## config.mk

```make
export PLATFORM = sky130hd
export DESIGN_NAME = mul_issue_ctrl_flat
export DESIGN_NICKNAME = d
export VERILOG_FILES = /design/src/rtl/mul_issue_ctrl_if.sv /design/src/rtl/mul_issue_ctrl.sv /design/src/flat_wrapper.sv
export SDC_FILE = /design/constraint.sdc
export NUM_CORES = 1
export LEC_CHECK = 0
export CAP_MARGIN = 40
export CORE_UTILIZATION = 43
export CTS_BUF_LIST = sky130_fd_sc_hd__clkbuf_4
export DETAILED_ROUTE_END_ITERATION = 16
export GPL_ROUTABILITY_DRIVEN = 0
export PLACE_DENSITY = 0.92
export SLEW_MARGIN = 30
export SYNTH_ARGS = -nofsm -noshare
export SYNTH_HDL_FRONTEND = slang
export SYNTH_SLANG_ARGS = --single-unit
```

## constraint.sdc

```tcl
create_clock -name clk -period 1.8 [get_ports clk]
set_input_delay 0.36 -clock clk [delete_from_list [all_inputs] [get_ports clk]]
set_output_delay 0.36 -clock clk [all_outputs]
set_load 0.005 [all_outputs]
```

## src/rtl/mul_issue_ctrl_if.sv

```systemverilog
// mul_issue_ctrl_if: execute-stage request, multiplier handshake and writeback bundle
interface mul_issue_ctrl_if;
  logic        req_valid;
  logic        req_ready;
  logic [2:0]  req_funct3;
  logic [31:0] req_rs1;
  logic [31:0] req_rs2;
  logic [4:0]  req_rd;
  logic [31:0] mul_a;
  logic [31:0] mul_b;
  logic [1:0]  mul_op_sel;
  logic        mul_in_valid;
  logic        mul_in_ready;
  logic        mul_out_valid;
  logic        mul_out_ready;
  logic [31:0] mul_result;
  logic        wb_valid;
  logic        wb_ready;
  logic [4:0]  wb_rd;
  logic [31:0] wb_data;
  logic        wb_err;
  logic        busy;
  modport master (
    input  req_valid, req_funct3, req_rs1, req_rs2, req_rd,
           mul_in_ready, mul_out_valid, mul_result, wb_ready,
    output req_ready, mul_a, mul_b, mul_op_sel, mul_in_valid, mul_out_ready,
           wb_valid, wb_rd, wb_data, wb_err, busy
  );
  modport slave (
    output req_valid, req_funct3, req_rs1, req_rs2, req_rd,
           mul_in_ready, mul_out_valid, mul_result, wb_ready,
    input  req_ready, mul_a, mul_b, mul_op_sel, mul_in_valid, mul_out_ready,
           wb_valid, wb_rd, wb_data, wb_err, busy
  );
endinterface

```

## src/rtl/mul_issue_ctrl.sv

```systemverilog
// mul_issue_ctrl: issues M-extension multiplies, collects the result pulse and holds it for writeback
module mul_issue_ctrl #(
  parameter int TIMEOUT_CYCLES = 64,
  parameter bit BYPASS_ZERO    = 1'b1
) (
  input logic clk,
  input logic rst_n,
  mul_issue_ctrl_if.master bus
);
  typedef enum logic [1:0] {IDLE, ISSUE, WAIT, RESP} state_t;
  state_t state, state_nx;
  logic [9:0]  cnt;
  logic [31:0] a_q, b_q, data_q;
  logic [1:0]  op_q;
  logic [4:0]  rd_q;
  logic        err_q;
  logic        accept, illegal, zero, tmo;
  always_comb begin
    accept   = state == IDLE && bus.req_valid;
    illegal  = bus.req_funct3[2];
    zero     = BYPASS_ZERO && (bus.req_rs1 == '0 || bus.req_rs2 == '0);
    tmo      = cnt >= 10'(TIMEOUT_CYCLES - 1);
    state_nx = state;
    case (state)
      IDLE:    state_nx = bus.req_valid ? ((illegal || zero) ? RESP : ISSUE) : IDLE;
      ISSUE:   state_nx = bus.mul_in_ready ? WAIT : (tmo ? RESP : ISSUE);
      WAIT:    state_nx = (bus.mul_out_valid || tmo) ? RESP : WAIT;
      RESP:    state_nx = bus.wb_ready ? IDLE : RESP;
      default: state_nx = IDLE;
    endcase
  end
  always_ff @(posedge clk or negedge rst_n)
    if (!rst_n) state <= IDLE;
    else state <= state_nx;
  always_ff @(posedge clk or negedge rst_n)
    if (!rst_n) begin
      cnt    <= '0;
      a_q    <= '0;
      b_q    <= '0;
      op_q   <= '0;
      rd_q   <= '0;
      data_q <= '0;
      err_q  <= 1'b0;
    end else if (accept) begin
      cnt    <= '0;
      a_q    <= bus.req_rs1;
      b_q    <= bus.req_rs2;
      op_q   <= bus.req_funct3[1:0];
      rd_q   <= bus.req_rd;
      data_q <= '0;
      err_q  <= illegal;
    end else if (state == ISSUE || state == WAIT) begin
      cnt <= cnt + 1'b1;
      // a result in the expiry cycle still wins; any other exit to RESP is a timeout
      if (state == WAIT && bus.mul_out_valid) begin
        data_q <= bus.mul_result;
        err_q  <= 1'b0;
      end else if (state_nx == RESP) begin
        err_q <= 1'b1;
      end
    end
  assign bus.req_ready     = state == IDLE;
  assign bus.mul_in_valid  = state == ISSUE;
  assign bus.mul_out_ready = 1'b1;
  assign bus.mul_a         = a_q;
  assign bus.mul_b         = b_q;
  assign bus.mul_op_sel    = op_q;
  assign bus.wb_valid      = state == RESP;
  assign bus.wb_rd         = rd_q;
  assign bus.wb_data       = data_q;
  assign bus.wb_err        = err_q;
  assign bus.busy          = state != IDLE;
endmodule
```

## src/flat_wrapper.sv

```systemverilog
// flat-port wrapper written by rule: the top's interface ports become plain ports
module mul_issue_ctrl_flat 
#(
  parameter int TIMEOUT_CYCLES = 64,
  parameter bit BYPASS_ZERO    = 1'b1
)
  (clk, rst_n, bus_req_valid, bus_req_funct3, bus_req_rs1, bus_req_rs2, bus_req_rd, bus_mul_in_ready, bus_mul_out_valid, bus_mul_result, bus_wb_ready, bus_req_ready, bus_mul_a, bus_mul_b, bus_mul_op_sel, bus_mul_in_valid, bus_mul_out_ready, bus_wb_valid, bus_wb_rd, bus_wb_data, bus_wb_err, bus_busy);
  mul_issue_ctrl_if bus_i ();
  input logic clk;
  input logic rst_n;
  input wire logic [$bits(bus_i.req_valid)-1:0] bus_req_valid;
  input wire logic [$bits(bus_i.req_funct3)-1:0] bus_req_funct3;
  input wire logic [$bits(bus_i.req_rs1)-1:0] bus_req_rs1;
  input wire logic [$bits(bus_i.req_rs2)-1:0] bus_req_rs2;
  input wire logic [$bits(bus_i.req_rd)-1:0] bus_req_rd;
  input wire logic [$bits(bus_i.mul_in_ready)-1:0] bus_mul_in_ready;
  input wire logic [$bits(bus_i.mul_out_valid)-1:0] bus_mul_out_valid;
  input wire logic [$bits(bus_i.mul_result)-1:0] bus_mul_result;
  input wire logic [$bits(bus_i.wb_ready)-1:0] bus_wb_ready;
  output wire logic [$bits(bus_i.req_ready)-1:0] bus_req_ready;
  output wire logic [$bits(bus_i.mul_a)-1:0] bus_mul_a;
  output wire logic [$bits(bus_i.mul_b)-1:0] bus_mul_b;
  output wire logic [$bits(bus_i.mul_op_sel)-1:0] bus_mul_op_sel;
  output wire logic [$bits(bus_i.mul_in_valid)-1:0] bus_mul_in_valid;
  output wire logic [$bits(bus_i.mul_out_ready)-1:0] bus_mul_out_ready;
  output wire logic [$bits(bus_i.wb_valid)-1:0] bus_wb_valid;
  output wire logic [$bits(bus_i.wb_rd)-1:0] bus_wb_rd;
  output wire logic [$bits(bus_i.wb_data)-1:0] bus_wb_data;
  output wire logic [$bits(bus_i.wb_err)-1:0] bus_wb_err;
  output wire logic [$bits(bus_i.busy)-1:0] bus_busy;
  assign bus_i.req_valid = bus_req_valid;
  assign bus_i.req_funct3 = bus_req_funct3;
  assign bus_i.req_rs1 = bus_req_rs1;
  assign bus_i.req_rs2 = bus_req_rs2;
  assign bus_i.req_rd = bus_req_rd;
  assign bus_i.mul_in_ready = bus_mul_in_ready;
  assign bus_i.mul_out_valid = bus_mul_out_valid;
  assign bus_i.mul_result = bus_mul_result;
  assign bus_i.wb_ready = bus_wb_ready;
  assign bus_req_ready = bus_i.req_ready;
  assign bus_mul_a = bus_i.mul_a;
  assign bus_mul_b = bus_i.mul_b;
  assign bus_mul_op_sel = bus_i.mul_op_sel;
  assign bus_mul_in_valid = bus_i.mul_in_valid;
  assign bus_mul_out_ready = bus_i.mul_out_ready;
  assign bus_wb_valid = bus_i.wb_valid;
  assign bus_wb_rd = bus_i.wb_rd;
  assign bus_wb_data = bus_i.wb_data;
  assign bus_wb_err = bus_i.wb_err;
  assign bus_busy = bus_i.busy;
  mul_issue_ctrl #(.TIMEOUT_CYCLES(TIMEOUT_CYCLES), .BYPASS_ZERO(BYPASS_ZERO)) u_core (.clk(clk), .rst_n(rst_n), .bus(bus_i));
endmodule
```

======== After elaboration in Yosys (flattened, before gate mapping) ========
Index checks and enable logic that the tools add are counted.
Widths: inputs -> output; s select.
cells by class
  multiplexer cells ....................... 16
  reduce and logical (&&, ||, !) cells .... 15
  equal/unequal tests ..................... 4
  magnitude comparators ................... 1
  $add $sub $neg .......................... 1
operators by type and width
  cell                   number
  $mux 32                3
  $logic_not 32->1       2
  $mux 10                2
  $add 10x1->10 const B  1
  $ge 10x6->1 const B    1
  $mux 2                 5
  $pmux 2 s4             1
  $eq 2x2->1 const B     3
  $reduce_bool 2->1      3
  $mux 1                 5
  $logic_or 1x1->1       4
  $reduce_and 2->1       2
  $reduce_bool 3->1      1
  $eq 2x1->1 const B     1
  $logic_and 1x1->1      2
  $logic_not 2->1        1
word-level totals
  input port bits ......................... 110
  word-level logic and storage cells ...... 45
  output and inout port bits .............. 109
  register bits ........................... 116

======== Longest topological paths before layout ========
Gate-level depths: netlist of run 1.
  word-level depth ........................ 11
  depth in mapped cells ................... 8
  gate-level depth less buffers ........... 6

======== Least setup slack after synthesis of run 1 ========
Ideal clock, no wire load.
  path type ............................... reg2reg
  start point ............................. register u_core.state[0]
  end point ............................... register u_core.cnt[9]
  data required time ...................... 1679 ps
  stages on the path, launching flop included .. 8
  path buffers ............................ 1
  clock period less this slack ............ 1531 ps
  slack ................................... 269 ps
  arrival time ............................ 1410 ps
  cells stage by stage .................... dfrtp_1 -> inv_1 -> ha_1 -> buf_6 -> nand4_4 -> nor4_4 -> xnor2_1 -> nor2_1
between the ends
  word-level cells in the longest chain between the ends .. 3
  elaborated cells on any way between the ends .. 7
  those cells by class .................... eq/ne: 2; mux: 1; reduce/logical: 4
ends and longest elaborated chain
  item                                                                  RTL line                                    text
  start: declaration                                                    mul_issue_ctrl.sv:11                        state_t state, state_nx;
  start signal: assignment                                              mul_issue_ctrl.sv:34                        else state <= state_nx;
  $eq 2x1->1, or another cell as far along                              mul_issue_ctrl.sv:52                        end else if (state == ISSUE || state == WAIT) begin
  $logic_or 1x1->1 / $logic_and 1x1->1 (equally long branches)          mul_issue_ctrl.sv:52, mul_issue_ctrl.sv:19
  $reduce_bool 2->1 (no source line) / $mux 10 (equally long branches)  --
  end signal: assignment                                                mul_issue_ctrl.sv:53                        cnt <= cnt + 1'b1;
  end: declaration                                                      mul_issue_ctrl.sv:12                        logic [9:0] cnt;
Several ways; a longest one is shown, not always the timed one.
A chain may end at the register's enable or synchronous reset.

======== Final worst setup path of run 1 ========
  start point ............................. register u_core.state[0]
  end point ............................... output bus_busy
between the ends
  word-level cells in the longest chain between the ends .. 1
ends and longest elaborated chain
  item               RTL line              text
  $reduce_bool 2->1  mul_issue_ctrl.sv:72  assign bus.busy = state != IDLE;
  end: declaration   flat_wrapper.sv:30    output wire logic [$bits(bus_i.busy)-1:0] bus_busy;
No other way between the ends.

==> reports/results.tsv, run 1 <==
stage	metric	value	unit
run_status	outcome	complete, no violations	
placement	dpl cell area	0.00729	sq mm
finish	Core Util, Final	73.8	%
global_routing	overall routing resource usage	24.4	%
route	TritonRoute pass-1 iters	5	
setup_path	slowest cell delay on critical path	0.42	ns
sta	Slew Limit Fails	0	
setup_path	Worst Setup SP	u_core.state[0]$_DFF_PN0_	
floorplanning	# IOs	219	
floorplanning	die footprint	0.0119	sq mm
clock_tree	CTS tree	yes	
clock_tree	clock transition at the registers of the reported paths	0.11	ns
route	Detailed Route Iter0 Violations	381	
yosys	Syn Nets	654	
yosys	Syn Area/Cell	9.13	sq um
floorplanning	Die Wd	109	um
global_routing	GRT overflow	0	
finish	Non-Filler Instances	947	
setup_path	WS Path Type	reg -> out	
sta	Layout Skew	0.0196	ns
setup_path	Worst Setup EP	bus_busy	
setup_path	Critical Path Fanout Max	4	
yosys	Ys Warns	0	
setup_path	Worst R2R End	u_core.bus.wb_err$_DFFE_PN0P_	
placement	PortBufs	217	
floorplanning	Initial Util	44.8	%
setup_path	r2r setup slk	0.05	ns
finish	nets	911	
sta	fin crit share	99.5	%
yosys	synthesized area	0.00492	sq mm
sta	final hold violations	0	
setup_path	slowest CP cell	dfrtp_1	
yosys	Seq cells post-synth	116	
sta	unrepaired setup endpoints after global routing	yes	
flow_run	Max Cap Violations	0	
clock_tree	CTS root buffer	clkbuf_4	
setup_path	FF-to-FF Start	u_core.state[1]$_DFF_PN0_	
floorplanning	Core ar.	0.0110	sq mm
clock_tree	Skew-Pair Late Insertion Delay	0.51	ns
route	WL/cell	16.2	um
floorplanning	# rows	38	
pwr	Leak	0.00461	uW
finish	Fill cells	744	
setup_path	crit path capture type	primary output	
sta	TNS Setup	0	ns
setup_path	CP Launch Type	flip-flop	
route	via density per instance	5.04	
route	vias post-DR	4776	
global_routing	antenna violations before repair	0	
pwr	Power Density	1510	mW/mm^2
finish	Area Overhead vs Synth	64.6	%
min_path	HP Class	in -> async	
pwr	Peak VDD IR	778	uV
clock_tree	Clock Sinks	116	
finish	fraction of layout cells with a size suffix above 1	12.3	%
global_routing	wire length of the first global-routing pass	21700	um
placement	post-DP HPWL	10400	um
yosys	Syn Inst Count	539	
global_routing	largest net degree at the start of global routing	65	
clock_tree	clock buffer depth	2	
yosys	Seq/Total Area, Yosys	59.0	%
setup_path	most frequent cell on the critical path	buf_6	
route	DRC viols	0	
setup_path	CP Cell Sequence	inv_2 -> ha_4 -> buf_6 -> inv_4 -> buf_6	
clock_tree	TritonCTS Buffers	17	
clock_tree	CTS HTree Levels	4	
global_routing	number of global-route vias before repair	4549	
sta	final setup fails	0	
route	final wirelength	15400	um
placement	Inst Count DP	885	
floorplanning	Die Span Y	109	um
setup_path	Req. time, crit path	1.44	ns
sta	Max Clk Rate	0.558	GHz
yosys	post-synthesis cell type count	38	
route	Post-DRT Antenna Nets	0	
finish	Final Cell Area	0.00810	sq mm
finish	antenna cells	0	
setup_path	CP Data Arrival Time	1.43	ns
pwr	Final Total Pwr	12200	uW
sta	min cycle time layout	1.79	ns
setup_path	FF-to-FF path depth	9	
## synthesized netlist by cell type
cell type  count  area [sq um]
a21oi_1        2          10.0
a22oi_1        1          7.51
a31oi_1        1          6.26
a31oi_4        1          21.3
and2_1         1          6.26
and4_1         2          17.5
buf_2          8          40.0
buf_4          8          60.1
buf_6          6          67.6
clkbuf_1       7          26.3
conb_1         1          3.75
dfrtp_1      116          2900
ha_1           5          62.6
inv_1          4          15.0
mux2i_1        1          10.0
nand2_1      285          1070
nand2_4        1          11.3
nand2b_1       2          12.5
nand3_2        1          10.0
nand3b_1       1          7.51
nand4_1        3          18.8
nand4_4        1          21.3
nor2_1        10          37.5
nor3_1         3          15.0
nor3b_1        1          7.51
nor4_1        16           100
nor4_2         2          25.0
nor4_4         1          21.3
nor4b_2        1          15.0
o211ai_1       1          7.51
o21ai_0       25           125
o21ai_1        8          40.0
o311ai_2       1          16.3
o31ai_2        1          12.5
or3_1          2          12.5
or3b_2         1          8.76
xnor2_1        5          43.8
xor2_1         3          26.3
## placed cells by master (no fill, tap or decap), types with 2 or more instances in the layout
cell type | Yosys | routed
xor2_1 | 3 | 3
bufinv_16 | 0 | 4
dlygate4sd2_1 | 0 | 6
nor4_1 | 16 | 16
clkinvlp_4 | 0 | 2
and4_1 | 2 | 2
nand2_1 | 285 | 284
inv_2 | 0 | 2
buf_6 | 6 | 5
nor2_1 | 10 | 10
ha_4 | 0 | 3
clkinv_1 | 0 | 3
ha_1 | 5 | 2
clkinv_2 | 0 | 4
clkbuf_16 | 0 | 3
nor3_1 | 3 | 3
buf_4 | 8 | 36
o21ai_1 | 8 | 8
clkbuf_4 | 0 | 17
xnor2_1 | 5 | 5
nor4_2 | 2 | 2
a21oi_1 | 2 | 2
nand2_4 | 1 | 2
dfrtp_1 | 116 | 116
o21ai_0 | 25 | 25
nand2b_1 | 2 | 2
clkdlybuf4s50_1 | 0 | 143
or3_1 | 2 | 2
nand4_1 | 3 | 3
buf_12 | 0 | 7
dlymetal6s2s_1 | 0 | 63
## worst min path at each step
stage / end / cells after the start
final: u_core.bus.mul_b[23]$_DFFE_PN0P_ / 2
after detailed placement: u_core.cnt[7]$_DFFE_PN0P_ / 1
after global placement: u_core.bus.mul_b[23]$_DFFE_PN0P_ / 1
after global routing: u_core.bus.wb_data[31]$_DFFE_PN0P_ / 3
after floorplan: u_core.bus.mul_a[0]$_DFFE_PN0P_ / 0
after CTS: u_core.bus.mul_b[20]$_DFFE_PN0P_ / 2
## through the flow
step	hold WS [ns]	setup WS [ns]
after global placement	0.355	-0.0922
final	0.355	0.00879
after CTS	0.331	-0.0776
after floorplan	0.0644	0.269
after detailed placement	0.356	-0.118
after global routing	0.361	-0.0591
## per-layer routing
metal / global-route usage, % / up-vias / routed length, um
met5: 0 / - / 0
met4: 12.1 / 0 / 423
met3: 6.22 / 33 / 1020
met2: 43.1 / 210 / 8110
met1: 27.1 / 2297 / 5820
li1: - / 2236 / -
## logic make-up (layout without fill, tap and decap cells)
logic type                 Yosys count  after routing  synth area share [%]
AOI/OAI and AO/OA                   41             41                  5.01
xor gates and xnor gates             8              8                  1.42
adders and majority gates            5              5                  1.27
buffers and inverters               33            301                  4.25
DFF                                116            116                  59.0
muxes                                1              1                 0.203
other                                1              1                0.0762
and+or+nand+nor                    334            334                  28.8
## state kept, by name, summed over array words and instances, names as in the netlist
name / count
u_core.bus.wb_err: 1
u_core.cnt: 10
u_core.state: 2
u_core.bus.mul_op_sel: 2
u_core.bus.wb_rd: 5
u_core.bus.wb_data: 32
u_core.bus.mul_b: 32
u_core.bus.mul_a: 32
## layout make-up
class / instances / area (sq um) / area share, %
Clock buffer: 17 / 128 / 1.58
Clock inverter: 13 / 166 / 2.05
Multi-Input combinational cell: 390 / 1870 / 23.1
Timing Repair Buffer: 267 / 2840 / 35.1
Sequential cell: 116 / 2900 / 35.8
Inverter: 4 / 17.5 / 0.216
Tap cell: 140 / 175 / 2.16
## critical path, delay by kind of cell, from the launching register on
kind / cells / cell delay, ns
fa+ha+maj: 1 / 0.16
buf+inv: 4 / 0.36
flops: 1 / 0.42
## power by group
group,switching [uW],internal [uW]
Clock,956,1060
Combinational,2590,3270
Sequential,627,3720
Total,4180,8050
## timing repair
item,4_1_cts,5_1_grt
hold buffers,1,0
gates resized for setup,26,73
cloned,0,3
endpoints found under the hold margin,32,0
endpoints found under the setup margin,10,92
pin swaps,1,2
buffers inserted,4,24
No activity file was read; power rests on OpenSTA's default activity.
==> run 2: changes to the inputs <==
--- a/config.mk
+++ b/config.mk
@@ -6,6 +6,7 @@
 export NUM_CORES = 1
 export LEC_CHECK = 0
 export CAP_MARGIN = 40
+export CORE_ASPECT_RATIO = 1.4
 export CORE_UTILIZATION = 43
 export CTS_BUF_LIST = sky130_fd_sc_hd__clkbuf_4
 export DETAILED_ROUTE_END_ITERATION = 16
==> reports/results.tsv, run 2 (synthesis gave the netlist of run 1 again) <==
stage	metric	value	unit	change
run_status	outcome	finished, violations left		
run_status	failing checks	negative setup slack		
finish	Fill cells	725		-2.6%
sta	final hold violations	0		unchanged
setup_path	Req. time, crit path	2.18	ns	+0.74 ns
setup_path	crit path capture type	flip-flop		
sta	fin crit share	101	%	+1.7 points
route	Post-DRT Antenna Nets	0		unchanged
sta	unrepaired setup endpoints after global routing	yes		
finish	fraction of layout cells with a size suffix above 1	13.4	%	+1.2 points
placement	post-DP HPWL	11000	um	+5.4%
finish	nets	920		+0.99%
clock_tree	CTS root buffer	clkbuf_4		
finish	Area Overhead vs Synth	66.9	%	
placement	dpl cell area	0.00731	sq mm	+0.22%
placement	DP Worst Slack	-0.224	ns	-0.106 ns
setup_path	CP Cell Sequence	inv_2 -> buf_6 -> ha_4 -> buf_4 -> and2_4 -> a31oi_4 -> buf_12 -> buf_6 -> o21ai_0		
setup_path	slowest CP cell	dfrtp_1		
sta	Layout Skew	0.0117	ns	-0.00787 ns
setup_path	FF-to-FF path depth	9		unchanged
pwr	Peak VDD IR	1020	uV	+31%
finish	antenna cells	0		unchanged
clock_tree	clock buffer depth	2		unchanged
route	WL/cell	17.1	um	+5.2%
pwr	Leak	0.00483	uW	+4.8%
route	via density per instance	5.09		+0.90%
finish	commonest non-fill, non-tap cell in the layout	nand2_1		
sta	Slew Limit Fails	0		unchanged
finish	Core Util, Final	74.8	%	+1.0 points
setup_path	CP Launch Type	flip-flop		
route	TritonRoute pass-1 iters	4		-1
route	vias post-DR	4880		+2.2%
floorplanning	# rows	45		+18%
placement	PortBufs	217		unchanged
min_path	HP Class	in -> async		
pwr	Power Density	1530	mW/mm^2	+1.6%
floorplanning	die footprint	0.0119	sq mm	about the same
finish	most frequent cells in the layout	nand2_1, dfrtp_1, clkdlybuf4s50_1		
route	final wirelength	16400	um	+6.6%
floorplanning	Die Span Y	129	um	+18%
sta	TNS Setup	-0.0350	ns	-0.0350 ns
floorplanning	Die Wd	92.4	um	-15%
global_routing	overall routing resource usage	26.1	%	+1.7 points
global_routing	antenna violations before repair	0		unchanged
clock_tree	Clock Sinks	116		unchanged
global_routing	GRT overflow	0		unchanged
clock_tree	CTS HTree Levels	4		unchanged
setup_path	CP Data Arrival Time	2.21	ns	+0.78 ns
global_routing	largest net degree at the start of global routing	51		-22%
setup_path	FF-to-FF Start	u_core.state[1]$_DFF_PN0_		
setup_path	slowest cell delay on critical path	0.39	ns	-0.03 ns
global_routing	wire length of the first global-routing pass	23600	um	+8.8%
sta	Max Clk Rate	0.549	GHz	-1.7%
setup_path	Worst Setup SP	u_core.state[1]$_DFF_PN0_		
clock_tree	CTS tree	yes		
flow_run	Max Cap Violations	0		unchanged
floorplanning	Core ar.	0.0110	sq mm	about the same
setup_path	WS Path Type	reg -> reg		
clock_tree	TritonCTS Buffers	17		unchanged
sta	setup slack after layout	-0.0221	ns	-0.0309 ns
clock_tree	clock transition at the registers of the reported paths	0.10	ns	about the same
setup_path	Critical Path Fanout Max	11		+7
finish	Final Cell Area	0.00821	sq mm	+1.4%
sta	final setup fails	4		+4
floorplanning	Initial Util	44.8	%	about the same
route	Detailed Route Iter0 Violations	283		-26%
setup_path	most frequent cell on the critical path	buf_6		
route	DRC viols	0		unchanged
floorplanning	# IOs	219		unchanged
global_routing	number of global-route vias before repair	4934		+8.5%
sta	min cycle time layout	1.82	ns	+0.0309 ns
clock_tree	Skew-Pair Late Insertion Delay	0.51	ns	about the same
-- run 2: cell count changes in the layout (fill, tap and decap cells not counted), moves of 5 or more --
| cell | previous run | this run |
|---|---|---|
| clkdlybuf4s50_1 | 143 | 113 |
| dlygate4sd2_1 | 6 | 31 |
| o21ai_0 | 25 | 11 |
| o21ai_1 | 8 | 22 |
| buf_4 | 36 | 43 |
| dlymetal6s2s_1 | 63 | 68 |
-- run 2: critical path, delay by kind of cell (launching register included) --
kind	cells	cell delay (ns)
buffers and inverters	5	0.67
flip-flops	1	0.39
AO/OA/AOI/OAI	2	0.30
adder cells (fa/ha/maj)	1	0.16
AND/OR/NAND/NOR	1	0.17
-- run 2: metal layers --
layer  vias up  routed length [um]  track usage (%)
li1       2261                   -                -
met5         -                   0                0
met4         0                 522             11.9
met1      2344                5650             26.8
met3        43                1070             8.10
met2       232                9130             47.9
-- run 2: repair_timing --
action,4_1_cts,5_1_grt
endpoints found under the hold margin,26,0
hold buffers,1,0
endpoints found under the setup margin,37,142
cloned,0,6
setup buffers,10,22
gates resized for setup,58,87
-- run 2: path summary, 6_finish.rpt --
check / to / slack [ns]
worst max-delay path: u_core.bus.wb_data[18]$_DFFE_PN0P_ / -0.02
worst min-delay path: u_core.bus.wb_data[27]$_DFFE_PN0P_ / 0.33
worst max register to register: u_core.bus.wb_data[18]$_DFFE_PN0P_ / -0.02
worst min register to register: u_core.bus.mul_op_sel[1]$_DFFE_PN0P_ / 0.48
max in group asynchronous: u_core.bus.mul_op_sel[1]$_DFFE_PN0P_ / 0.88
min in group clk: u_core.bus.wb_data[31]$_DFFE_PN0P_ / 0.38
-- run 2: layout make-up --
type / instances / area [sq um] / area share [%]
Timing Repair Buffer: 276 / 2900 / 35.4
Sequential cell: 116 / 2900 / 35.3
Multi-Input combinational cell: 390 / 1860 / 22.6
Clock inverter: 13 / 211 / 2.57
Tap cell: 141 / 176 / 2.15
Clock buffer: 19 / 143 / 1.74
Inverter: 4 / 17.5 / 0.213
-- run 2: stage by stage --
step | instances | total power [uW] | hold WS, ns
2_1_floorplan | 539 | 6490 | 0.0644
3_3_place_gp | 888 | 9440 | 0.304
3_5_place_dp | 888 | 9730 | 0.307
4_1_cts | 931 | 12100 | 0.284
5_1_grt | 959 | 13400 | 0.289
6_report | 959 | 12600 | 0.325
-- run 2: where the power goes --
part	internal (uW)	switching (uW)	total, uW
combinational	3180	2700	5890
sequential	3720	649	4370
clock	1390	944	2330
total	8290	4300	12600
